[src/rtl/control_unit_if.sv]
// Control-unit boundary bundle: opcode and flags in, datapath strobes out.
// master is the control unit; slave is the datapath / memory side.
interface control_unit_if;
  logic [2:0] toCU;
  logic       zFlag;
  logic       nFlag;
  logic       pcEn;
  logic       selPC;
  logic       selAddress;
  logic       mr;
  logic       mw;
  logic       LSEn;
  logic       RSEn;
  logic       DIEn;
  logic       wordRegEn;
  logic       dataRegEn;
  logic       resultRegEn;
  logic [1:0] selData;
  logic       enb;
  logic       CEn;
  logic       ZEn;
  logic       NEn;
  logic [1:0] aluOp;
  logic       instrDone;
  logic       halted;

  modport master (
    input  toCU, zFlag, nFlag,
    output pcEn, selPC, selAddress, mr, mw, LSEn, RSEn, DIEn, wordRegEn,
           dataRegEn, resultRegEn, selData, enb, CEn, ZEn, NEn, aluOp,
           instrDone, halted
  );

  modport slave (
    output toCU, zFlag, nFlag,
    input  pcEn, selPC, selAddress, mr, mw, LSEn, RSEn, DIEn, wordRegEn,
           dataRegEn, resultRegEn, selData, enb, CEn, ZEn, NEn, aluOp,
           instrDone, halted
  );
endinterface

[src/rtl/control_unit.sv]
// Moore sequencer for the accumulator CPU: fetch/decode/execute with registered outputs.
// Define CU_COND_JUMP_EN to make opcode 110 a flag-conditional jump (JZN); otherwise it is a NOP.
//
// state   | meaning
// FETCH1  | read first instruction byte, latch opcode, PC+1
// FETCH2  | read second instruction byte, PC+1
// DECODE  | load instruction address register, branch on opcode
// MEMRD   | read operand at instruction address
// EXEC    | ALU op into result reg, update C/Z/N
// WB      | write accumulator (word reg or result reg)
// LDDATA  | load data reg from accumulator
// MEMWR   | write data reg to instruction address
// JUMP    | load PC with instruction address
// SKIP    | no-op completion
// HALT    | stopped until reset
module control_unit (
  input  logic          clk,
  input  logic          rst,
  control_unit_if.master cu
);

  typedef enum logic [3:0] {
    S_FETCH1, S_FETCH2, S_DECODE, S_MEMRD, S_EXEC, S_WB,
    S_LDDATA, S_MEMWR, S_JUMP, S_SKIP, S_HALT
  } state_t;

  typedef struct packed {
    logic       pc_en;
    logic       sel_pc;
    logic       sel_address;
    logic       mr;
    logic       mw;
    logic       ls_en;
    logic       rs_en;
    logic       di_en;
    logic       word_en;
    logic       data_en;
    logic       result_en;
    logic [1:0] sel_data;
    logic       enb;
    logic       c_en;
    logic       z_en;
    logic       n_en;
    logic [1:0] alu_op;
    logic       done;
    logic       halted;
  } ctrl_t;

  localparam logic [2:0] OP_LDA = 3'b000;
  localparam logic [2:0] OP_STA = 3'b001;
  localparam logic [2:0] OP_ADD = 3'b010;
  localparam logic [2:0] OP_AND = 3'b011;
  localparam logic [2:0] OP_JMP = 3'b100;
  localparam logic [2:0] OP_SUB = 3'b101;
  localparam logic [2:0] OP_JZN = 3'b110;

  state_t     state_q, state_d;
  logic [2:0] op_q, op_d;
  ctrl_t      ctrl_q, ctrl_d;
  logic       take_jump;

  function automatic logic is_alu(input logic [2:0] op);
    return (op == OP_ADD) || (op == OP_AND) || (op == OP_SUB);
  endfunction

  function automatic logic [1:0] alu_code(input logic [2:0] op);
    case (op)
      OP_AND:  return 2'b01;
      OP_SUB:  return 2'b10;
      default: return 2'b00;
    endcase
  endfunction

  // Output word for a state; registered from the next-state so outputs track state_q.
  function automatic ctrl_t decode(input state_t s, input logic [2:0] op);
    ctrl_t c;
    c = '0;
    case (s)
      S_FETCH1: begin c.mr = 1'b1; c.ls_en = 1'b1; c.pc_en = 1'b1; end
      S_FETCH2: begin c.mr = 1'b1; c.rs_en = 1'b1; c.pc_en = 1'b1; end
      S_DECODE: c.di_en = 1'b1;
      S_MEMRD: begin
        c.sel_address = 1'b1;
        c.mr          = 1'b1;
        c.word_en     = 1'b1;
        if (is_alu(op)) c.alu_op = alu_code(op);
      end
      S_EXEC: begin
        c.result_en = 1'b1;
        c.c_en      = 1'b1;
        c.z_en      = 1'b1;
        c.n_en      = 1'b1;
        c.alu_op    = alu_code(op);
      end
      S_WB: begin
        c.enb  = 1'b1;
        c.done = 1'b1;
        if (is_alu(op)) begin
          c.sel_data = 2'b01;
          c.alu_op   = alu_code(op);
        end
      end
      S_LDDATA: c.data_en = 1'b1;
      S_MEMWR:  begin c.sel_address = 1'b1; c.mw = 1'b1; c.done = 1'b1; end
      S_JUMP:   begin c.pc_en = 1'b1; c.sel_pc = 1'b1; c.done = 1'b1; end
      S_SKIP:   c.done = 1'b1;
      S_HALT:   c.halted = 1'b1;
      default:  c = '0;
    endcase
    return c;
  endfunction

`ifdef CU_COND_JUMP_EN
  assign take_jump = cu.zFlag | cu.nFlag;
`else
  logic unused_flags;
  assign unused_flags = cu.zFlag ^ cu.nFlag;
  assign take_jump    = 1'b0;
`endif

  always_comb begin
    state_d = state_q;
    op_d    = op_q;
    case (state_q)
      S_FETCH1: begin op_d = cu.toCU; state_d = S_FETCH2; end
      S_FETCH2: state_d = S_DECODE;
      S_DECODE: begin
        case (op_q)
          OP_LDA, OP_ADD, OP_AND, OP_SUB: state_d = S_MEMRD;
          OP_STA:  state_d = S_LDDATA;
          OP_JMP:  state_d = S_JUMP;
          OP_JZN:  state_d = take_jump ? S_JUMP : S_SKIP;
          default: state_d = S_HALT;
        endcase
      end
      S_MEMRD:  state_d = is_alu(op_q) ? S_EXEC : S_WB;
      S_EXEC:   state_d = S_WB;
      S_LDDATA: state_d = S_MEMWR;
      S_WB, S_MEMWR, S_JUMP, S_SKIP: state_d = S_FETCH1;
      S_HALT:   state_d = S_HALT;
      default:  state_d = S_FETCH1;
    endcase
    ctrl_d = decode(state_d, op_d);
  end

  always_ff @(posedge clk) begin
    if (rst) begin
      state_q <= S_FETCH1;
      op_q    <= 3'b000;
      ctrl_q  <= decode(S_FETCH1, 3'b000);
    end else begin
      state_q <= state_d;
      op_q    <= op_d;
      ctrl_q  <= ctrl_d;
    end
  end

  assign cu.pcEn        = ctrl_q.pc_en;
  assign cu.selPC       = ctrl_q.sel_pc;
  assign cu.selAddress  = ctrl_q.sel_address;
  assign cu.mr          = ctrl_q.mr;
  assign cu.mw          = ctrl_q.mw;
  assign cu.LSEn        = ctrl_q.ls_en;
  assign cu.RSEn        = ctrl_q.rs_en;
  assign cu.DIEn        = ctrl_q.di_en;
  assign cu.wordRegEn   = ctrl_q.word_en;
  assign cu.dataRegEn   = ctrl_q.data_en;
  assign cu.resultRegEn = ctrl_q.result_en;
  assign cu.selData     = ctrl_q.sel_data;
  assign cu.enb         = ctrl_q.enb;
  assign cu.CEn         = ctrl_q.c_en;
  assign cu.ZEn         = ctrl_q.z_en;
  assign cu.NEn         = ctrl_q.n_en;
  assign cu.aluOp       = ctrl_q.alu_op;
  assign cu.instrDone   = ctrl_q.done;
  assign cu.halted      = ctrl_q.halted;

endmodule

[src/flat_wrapper.sv]
// flat-port wrapper written by rule: the top's interface ports become plain ports
module control_unit_flat 
  (clk, rst, cu_toCU, cu_zFlag, cu_nFlag, cu_pcEn, cu_selPC, cu_selAddress, cu_mr, cu_mw, cu_LSEn, cu_RSEn, cu_DIEn, cu_wordRegEn, cu_dataRegEn, cu_resultRegEn, cu_selData, cu_enb, cu_CEn, cu_ZEn, cu_NEn, cu_aluOp, cu_instrDone, cu_halted);
  control_unit_if cu_i ();
  input  logic clk;
  input  logic rst;
  input wire logic [$bits(cu_i.toCU)-1:0] cu_toCU;
  input wire logic [$bits(cu_i.zFlag)-1:0] cu_zFlag;
  input wire logic [$bits(cu_i.nFlag)-1:0] cu_nFlag;
  output wire logic [$bits(cu_i.pcEn)-1:0] cu_pcEn;
  output wire logic [$bits(cu_i.selPC)-1:0] cu_selPC;
  output wire logic [$bits(cu_i.selAddress)-1:0] cu_selAddress;
  output wire logic [$bits(cu_i.mr)-1:0] cu_mr;
  output wire logic [$bits(cu_i.mw)-1:0] cu_mw;
  output wire logic [$bits(cu_i.LSEn)-1:0] cu_LSEn;
  output wire logic [$bits(cu_i.RSEn)-1:0] cu_RSEn;
  output wire logic [$bits(cu_i.DIEn)-1:0] cu_DIEn;
  output wire logic [$bits(cu_i.wordRegEn)-1:0] cu_wordRegEn;
  output wire logic [$bits(cu_i.dataRegEn)-1:0] cu_dataRegEn;
  output wire logic [$bits(cu_i.resultRegEn)-1:0] cu_resultRegEn;
  output wire logic [$bits(cu_i.selData)-1:0] cu_selData;
  output wire logic [$bits(cu_i.enb)-1:0] cu_enb;
  output wire logic [$bits(cu_i.CEn)-1:0] cu_CEn;
  output wire logic [$bits(cu_i.ZEn)-1:0] cu_ZEn;
  output wire logic [$bits(cu_i.NEn)-1:0] cu_NEn;
  output wire logic [$bits(cu_i.aluOp)-1:0] cu_aluOp;
  output wire logic [$bits(cu_i.instrDone)-1:0] cu_instrDone;
  output wire logic [$bits(cu_i.halted)-1:0] cu_halted;
  assign cu_i.toCU = cu_toCU;
  assign cu_i.zFlag = cu_zFlag;
  assign cu_i.nFlag = cu_nFlag;
  assign cu_pcEn = cu_i.pcEn;
  assign cu_selPC = cu_i.selPC;
  assign cu_selAddress = cu_i.selAddress;
  assign cu_mr = cu_i.mr;
  assign cu_mw = cu_i.mw;
  assign cu_LSEn = cu_i.LSEn;
  assign cu_RSEn = cu_i.RSEn;
  assign cu_DIEn = cu_i.DIEn;
  assign cu_wordRegEn = cu_i.wordRegEn;
  assign cu_dataRegEn = cu_i.dataRegEn;
  assign cu_resultRegEn = cu_i.resultRegEn;
  assign cu_selData = cu_i.selData;
  assign cu_enb = cu_i.enb;
  assign cu_CEn = cu_i.CEn;
  assign cu_ZEn = cu_i.ZEn;
  assign cu_NEn = cu_i.NEn;
  assign cu_aluOp = cu_i.aluOp;
  assign cu_instrDone = cu_i.instrDone;
  assign cu_halted = cu_i.halted;
  control_unit u_core (.clk(clk), .rst(rst), .cu(cu_i));
endmodule
[config.mk]
export PLATFORM = sky130hd
export DESIGN_NAME = control_unit_flat
export DESIGN_NICKNAME = d
export VERILOG_FILES = /design/src/rtl/control_unit_if.sv /design/src/rtl/control_unit.sv /design/src/flat_wrapper.sv
export SDC_FILE = /design/constraint.sdc
export NUM_CORES = 1
export LEC_CHECK = 0
export BUFFER_PORTS_ARGS = -buffer_cell sky130_fd_sc_hd__buf_2
export CAP_MARGIN = 25
export CORE_ASPECT_RATIO = 0.5
export CORE_UTILIZATION = 25
export DETAILED_ROUTE_END_ITERATION = 8
export SLEW_MARGIN = 20
export SYNTH_ARGS = -nofsm -noshare
export SYNTH_HDL_FRONTEND = slang
export SYNTH_SLANG_ARGS = --single-unit
[constraint.sdc]
create_clock -name clk -period 6.1 [get_ports clk]
set_clock_uncertainty 0.15 [all_clocks]
set_input_delay 0 -clock clk [delete_from_list [all_inputs] [get_ports clk]]
set_output_delay 0 -clock clk [all_outputs]
set_load 0.01 [all_outputs]
==> metrics.txt, run 1 <==
Rel. slew slack 59.5%; Post-Syn Area 0.00116 mm²; die width 98.2 µm; count leader, synth dfxtp_1; Synth Register Bits 24; Design Power 0.537 mW; area leader, netlist dfxtp_1; Leakage 0.584 nW; Hold Crit Endpoint u_core.state_q[0]; Synth area leaders dfxtp_1 42%, nand2b_1 4.3%, nor2_1 4.2%; Finished Layout Cells 206; Worst-Margin Slew 603 ps; Synth Net Count 133; Final Critical Period 2430 ps; Post CTS Setup Buffer Count 0; Worst Hold Depth 3; number of distinct library cells after synthesis 44; Post-Route WL 2400 µm; Hold WS 476 ps; synthesis warning total 0; Die Height 50.1 µm; final worst slack 3670 ps; CTS Sinks 24; area share of the largest cell type after synthesis 41.5%; Final Hold Viols 0; initial core utilization 26.2%; DRT Pass-1 Iters 6; Hold Startpoint rst; sw frac 34.3%; maximum vdd drop 0.000135 V; CTS Buf Count 3; first-pass GRT wire length 3990 µm; nets@finish 157; Clk pwr share 25.3%; largest net degree at the start of global routing 17; critical path class register to register; DR vias 944; Core Rows 17; Iteration-0 DRC Markers 58; Crit path largest cell delay 700 ps; die area 0.00492 mm²; Achievable Freq 412 MHz; placed instance area 0.00128 mm²; cell count after synthesis 126; placer congestion estimate 0.801; clock buffer depth 2; vias in the first global route 888; Critical R2R Launch u_core.state_q[0]; CTS tree done; FFs w/ async S/R, synth 0%; Final Util 31.8%; min-delay worst type primary input to register; CTS H-tree depth 1; setup TNS 0 ps; NetSw 0.184 mW; Clk pin slew, worst setup/hold paths 80 ps; Power Dens Cells 381 mW/mm²; Placed Cells 196; fin. max-slew vios 0; Critical Path, Cell by Cell and4bb_1 -> a21oi_1 -> or3_1 -> o32a_1 -> a31o_2; DRC violations left 0; flop-to-flop setup slack 3670 ps; CP required 6110 ps; Root Driver clkbuf_8; combinational share of power 34.5%; sequential fraction of the synthesis area 41.5%; Max-cap violations 0; Routed Antenna Nets 0; drt via density 4.58; Final setup viols 0; CP max FO 16; post-detail-place hpwl 1660 µm; number of synthesized flops with an enable pin 0; CP endpoint kind register; Avg Cell Area, Syn 9.19 µm²; outcome finished, final reports clean; Ant. Diodes 0; Wirelength per Cell 11.6 µm; Most used DFF post-synth dfxtp_1; Final Cell Area 0.00141 mm²; Flop pwr share 40.2%; IO buf count 24; RSZ-0062 raised after global routing no; Core Box Area 0.00442 mm²; # fillers 457; Area Growth Syn to Fin 21.7%; initial antenna violation count 0; r2r worst-path depth 5; grt ovf 0; arrival time at the worst endpoint 2440 ps; slowest CP cell dfxtp_1; internal power 0.353 mW; R2R Path End u_core.cu.LSEn; layout cells sized above 1 25.5%; Top-Level Pins 28; Setup crit start kind register; all-layer global routing usage 10.3%; period utilisation layout 39.8%; worst skew pair latency 260 ps; synth cell count leaders 24 x dfxtp_1, 13 x nor2_1, 8 x a21oi_1, 8 x nand2b_1, 6 x nor2b_1; worst slack, placed 3710 ps
-- worst max path at each step --
stage | endpoint | cells past startpoint | startpoint
global route | u_core.cu.LSEn | 5 | u_core.state_q[0]
global placement | u_core.cu.LSEn | 5 | u_core.state_q[0]
floorplan | u_core.cu.dataRegEn | 7 | u_core.state_q[2]
detailed placement | u_core.cu.LSEn | 5 | u_core.state_q[0]
CTS | u_core.cu.LSEn | 5 | u_core.state_q[0]
finish | u_core.cu.LSEn | 5 | u_core.state_q[0]
-- placed cells by master, fill, tap and decap left out, types with 4 or more instances in the layout --
cell type      netlist  final
nor2_1              13     13
nand3_1              4      4
nand2b_1             8      8
nand2_1              5      5
buf_2                2     24
dlygate4sd3_1        0      6
dfxtp_1             24     24
a21oi_1              8      8
nor2b_1              6      6
-- cells by family after synthesis --
kind of cell / share of synthesized area (%)
compound gates: 14.3
buf+inv: 6.81
flops: 41.5
mux: 2.59
xor+xnor: 0.757
other cells: 0.324
simple gates: 33.7
-- flip-flops by register name, indices dropped and copies added, names as in the netlist --
signal and flops:
u_core.op_q 3, u_core.cu.RSEn 1, u_core.cu.mr 1, u_core.cu.halted 1
u_core.cu.selData 1, u_core.cu.instrDone 1, u_core.cu.enb 1, u_core.cu.selPC 1
u_core.cu.NEn 1, u_core.cu.pcEn 1, u_core.cu.selAddress 1, u_core.cu.DIEn 1
u_core.state_q 4, u_core.cu.dataRegEn 1, u_core.cu.mw 1, u_core.cu.wordRegEn 1
u_core.cu.LSEn 1, u_core.cu.aluOp 2
-- cell type report --
cell class	count	area (µm²)	share of cell area, %
timing repair buffer	30	180	12.8
multi-input combinational	89	598	42.5
clock inverter	1	30.0	2.13
inverter	2	7.51	0.533
sequential	24	480	34.1
tap	57	71.3	5.06
clock buffer	3	41.3	2.93
-- per-layer routing --
layer  share of wire, %  global-route usage (%)  vias to the layer above
li1                   -                       -                      485
met2                 49                    18.8                       14
met1                 48                    11.9                      443
met4               0.67                    2.99                        0
met5                  0                       0                        -
met3                2.3                    2.70                        2
-- worst max-delay path, delay by kind of cell (launching register included) --
kind | cells | cell delay (ps)
AO/OA/AOI/OAI | 3 | 710
flip-flops | 1 | 700
AND/OR/NAND/NOR | 2 | 760
-- power by group through the flow --
stage               Combinational (mW)  Sequential (mW)  Clock [mW]
floorplan                        0.151            0.211           0
global placement                 0.179            0.218           0
detailed placement               0.178            0.220           0
CTS                              0.185            0.216       0.138
global route                     0.205            0.221       0.146
finish                           0.185            0.216       0.136
-- what timing repair did --
item	in CTS	in global routing
gates resized for setup	0	0
setup endpoints to repair	0	0
hold buffers	6	0
hold endpoints to repair	10	0
No activity file was read; power rests on OpenSTA's default activity.
==> inputs of run 2 (changes only) <==
==> constraint.sdc (replaced) <==
create_clock -name clk -period 2.29 [get_ports clk]
set_clock_uncertainty 0.15 [all_clocks]
set_input_delay 0 -clock clk [delete_from_list [all_inputs] [get_ports clk]]
set_output_delay 0 -clock clk [all_outputs]
set_load 0.01 [all_outputs]
==> metrics.txt, run 2 (synthesis results as in run 1) <==
outcome complete, but fails checks; failing checks hold timing; Clk pin slew, worst setup/hold paths 80 ps; Design Power 1.43 mW; most frequent cells in the layout 24 x buf_2, 24 x dfxtp_1, 13 x nor2_1; Achievable Freq 471 MHz; post-detail-place hpwl 1820 µm; Root Driver clkbuf_8; slowest CP cell dlygate4sd3_1; CP required 2300 ps; clock buffer depth 2; Top reg by flops u_core.state_q; DRC violations left 0; Die Height 50.1 µm; min-delay worst type primary input to register; grt ovf 0; period utilisation layout 92.7%; Post-Route WL 2430 µm; Buffers & Inverters on Critical Path 3; CP delay by family, top buffers and inverters; setup TNS 0 ps; Final Hold Viols 1; drt via density 4.46; max reg flops 4; Critical Path, Cell by Cell buf_4 -> nor4_4 -> buf_6 -> mux2i_1 -> nor2_1 -> dlygate4sd3_1; Hold WS -1.17 ps; Iteration-0 DRC Markers 34; CTS Sinks 24; Leakage 0.621 nW; vias in the first global route 860; arrival time at the worst endpoint 2130 ps; CP endpoint kind register; DR vias 954; Routed Antenna Nets 0; Max-cap violations 0; CTS Buf Count 3; CTS tree done; Top-Level Pins 28; critical path class register to register; die area 0.00492 mm²; largest net degree at the start of global routing 15; IO buf count 24; Power Dens Cells 980 mW/mm²; placer congestion estimate 0.779; layout cells sized above 1 30.6%; # fillers 467; Core Box Area 0.00442 mm²; maximum vdd drop 0.000255 V; Final Util 32.9%; Crit path largest cell delay 550 ps; initial core utilization 26.2%; die width 98.2 µm; Area Growth Syn to Fin 25.7%; CTS H-tree depth 1; nets@finish 165; placed instance area 0.00135 mm²; CP max FO 9; Final setup viols 0; Core Rows 17; Setup crit start kind register; Ant. Diodes 0; Wirelength per Cell 11.3 µm; Final Cell Area 0.00146 mm²; fin. max-slew vios 0; Final Critical Period 2120 ps; all-layer global routing usage 10.6%; DRT Pass-1 Iters 6; Post CTS Setup Buffer Count 0; worst skew pair latency 270 ps; first-pass GRT wire length 3950 µm; initial antenna violation count 0; RSZ-0062 raised after global routing no
-- run 2: layout make-up --
class / instances / area (µm²) / area share, %
clock buffers: 4 / 55.1 / 3.78
multi-input cells: 89 / 599 / 41.2
well taps: 57 / 71.3 / 4.90
repair buffers: 38 / 241 / 16.6
flip-flops and latches: 24 / 480 / 33.0
inverters: 2 / 7.51 / 0.516
-- run 2: through the flow --
stage / instances / setup slack (ps)
2_1_floorplan: 126 / 311
3_3_place_gp: 205 / 175
3_5_place_dp: 205 / 96.8
4_1_cts: 214 / 84.2
5_1_grt: 214 / 15.6
6_report: 214 / 168
-- run 2: timing repair --
| action | 4_1_cts | 5_1_grt |
|---|---|---|
| endpoints found under the hold margin | 7 | 0 |
| hold buffers | 5 | 0 |
| setup endpoints to repair | 0 | 2 |
| resized for setup | 0 | 2 |
-- run 2: routing by layer --
| layer | part of all wire, % | GRT usage [%] | wire, µm |
|---|---|---|---|
| met3 | 3.1 | 2.84 | 76 |
| met2 | 45 | 18.2 | 1090 |
| met4 | 1.4 | 4.73 | 35 |
| met1 | 51 | 12.5 | 1230 |
| met5 | 0 | 0 | 0 |
-- run 2: worst min-delay path, cell delays in order --
cell	delay, ps
buf_2	100
a21oi_1	180
a2111oi_2	90
-- run 2: worst paths after layout --
| check | startpoint | to | slack, ps | depth (start not counted) |
|---|---|---|---|---|
| hold reg to reg | u_core.state_q[1] | u_core.state_q[3] | 390 | 2 |
| setup / recovery | u_core.state_q[3] | u_core.op_q[2] | 170 | 6 |
| hold / removal | cu_toCU[0] | u_core.cu.selData[0] | -1 | 3 |
| setup reg to reg | u_core.state_q[3] | u_core.op_q[2] | 170 | 6 |
-- run 2: power breakdown --
part	leakage, nW	total, mW	switching, mW	internal, mW
clock	0.0288	0.284	0.130	0.153
sequential	0.196	0.535	0.0436	0.492
combinational	0.397	0.608	0.334	0.274
==> inputs of run 3 (changes only) <==
--- a/config.mk
+++ b/config.mk
@@ -7,9 +7,12 @@
 export LEC_CHECK = 0
 export BUFFER_PORTS_ARGS = -buffer_cell sky130_fd_sc_hd__buf_2
 export CAP_MARGIN = 25
+export CELL_PAD_IN_SITES_DETAIL_PLACEMENT = 2
+export CELL_PAD_IN_SITES_GLOBAL_PLACEMENT = 2
 export CORE_ASPECT_RATIO = 0.5
 export CORE_UTILIZATION = 25
 export DETAILED_ROUTE_END_ITERATION = 8
+export PLACE_DENSITY_LB_ADDON = 0.1
 export SLEW_MARGIN = 20
 export SYNTH_ARGS = -nofsm -noshare
 export SYNTH_HDL_FRONTEND = slang
==> metrics.txt, run 3 (synthesis results as in run 1) <==
Post-Route WL 3250 µm; CTS H-tree depth 1; CP endpoint kind register; Wirelength per Cell 14.9 µm; CTS Buf Count 3; Ant. Diodes 0; CP Capture Point u_core.op_q[2]; Power Dens Cells 1040 mW/mm²; Buffers & Inverters on Critical Path 3; DR vias 1048; critical path class register to register; maximum vdd drop 0.000323 V; CP required 2300 ps; Die Height 50.1 µm; outcome finished, final reports clean; largest net degree at the start of global routing 15; drt via density 4.79; first-pass GRT wire length 5420 µm; Core Box Area 0.00442 mm²; Crit path largest cell delay 550 ps; Top-Level Pins 28; slowest CP cell dlygate4sd3_1; CP startpoint u_core.state_q[3]; CTS Sinks 24; Hold Startpoint u_core.state_q[1]; Setup crit start kind register; # fillers 502; Leakage 0.653 nW; CP delay by family, top buffers and inverters; Final Critical Period 2150 ps; die width 98.2 µm; worst skew pair latency 260 ps; Top reg by flops u_core.state_q; DRC violations left 0; Final setup viols 0; post-detail-place hpwl 2480 µm; flop-to-flop setup slack 140 ps; initial antenna violation count 0; IO buf count 24; fin. max-slew vios 0; min-delay worst type register to register; DRT Pass-1 Iters 5; placer congestion estimate 0.744; Critical R2R Launch u_core.state_q[3]; Final Hold Viols 0; placed instance area 0.00138 mm²; Area Growth Syn to Fin 30.6%; period utilisation layout 93.9%; all-layer global routing usage 14.7%; r2r worst-path depth 6; Hold WS 459 ps; vias in the first global route 1045; layout cells sized above 1 32.1%; Routed Antenna Nets 0; Iteration-0 DRC Markers 27; grt ovf 0; Max-cap violations 0; arrival time at the worst endpoint 2160 ps; CTS tree done; nets@finish 170; clock buffer depth 2; Achievable Freq 465 MHz; CP max FO 9; Critical Path, Cell by Cell buf_4 -> nor4_4 -> buf_6 -> mux2i_1 -> nor2_1 -> dlygate4sd3_1; Root Driver clkbuf_8; Post CTS Setup Buffer Count 0; most frequent cells in the layout 24 x buf_2, 24 x dfxtp_1, 13 x nor2_1; Worst path depth 6; R2R Path End u_core.op_q[2]; Final Cell Area 0.00151 mm²; max reg flops 4; initial core utilization 26.2%; die area 0.00492 mm²; Core Rows 17; Clk pin slew, worst setup/hold paths 80 ps
[run 3: report_power, final]
group	switching, mW	leakage (nW)	internal [mW]
Sequential	0.0495	0.196	0.492
Combinational	0.364	0.421	0.291
Clock	0.137	0.0357	0.234
Total	0.551	0.653	1.02
[run 3: layer usage]
metal	vias up	global-route usage (%)	part of all wire, %
met1	519	20.3	52
met3	2	3.83	3.1
li1	513	-	-
met4	0	3.73	0.43
met5	-	0	0
met2	14	22.8	44
[run 3: cell type report]
class / instances / area [µm²] / share of cell area, %
Multi-Input combinational cell: 89 / 599 / 39.7
Sequential cell: 24 / 480 / 31.8
Timing Repair Buffer: 43 / 282 / 18.6
Tap cell: 57 / 71.3 / 4.72
Clock buffer: 3 / 41.3 / 2.73
Clock inverter: 1 / 30.0 / 1.99
Inverter: 2 / 7.51 / 0.497
[run 3: worst register-to-register path, cell delays in order, from the launching register on]
cell and delay [ps]:
dfxtp_1 360, buf_4 180, nor4_4 360, buf_6 190
mux2i_1 210, nor2_1 50, dlygate4sd3_1 550
[run 3: repair_timing]
item                       4_1_cts  5_1_grt
hold endpoints to repair         8        0
hold buffers                     6        0
resized for setup                0        2
setup endpoints to repair        0        2
[run 3: worst min path at each step]
| stage | cells past startpoint | endpoint |
|---|---|---|
| 2_1_floorplan | 1 | u_core.state_q[1] |
| 3_3_place_gp | 3 | u_core.op_q[1] |
| 3_5_place_dp | 3 | u_core.op_q[1] |
| 4_1_cts | 2 | u_core.state_q[3] |
| 5_1_grt | 2 | u_core.state_q[3] |
| 6_report | 2 | u_core.state_q[3] |
[run 3: metrics by stage]
stage	cells	util (%)	worst slack [ps]	setup TNS, ps	power [mW]
global route	219	34.2	-0.133	-0.133	1.68
global placement	209	31.1	153	0	1.18
detailed placement	209	31.1	130	0	1.18
finish	219	34.2	139	0	1.57
CTS	219	34.0	92.2	0	1.59
floorplan	126	-	311	0	0.965
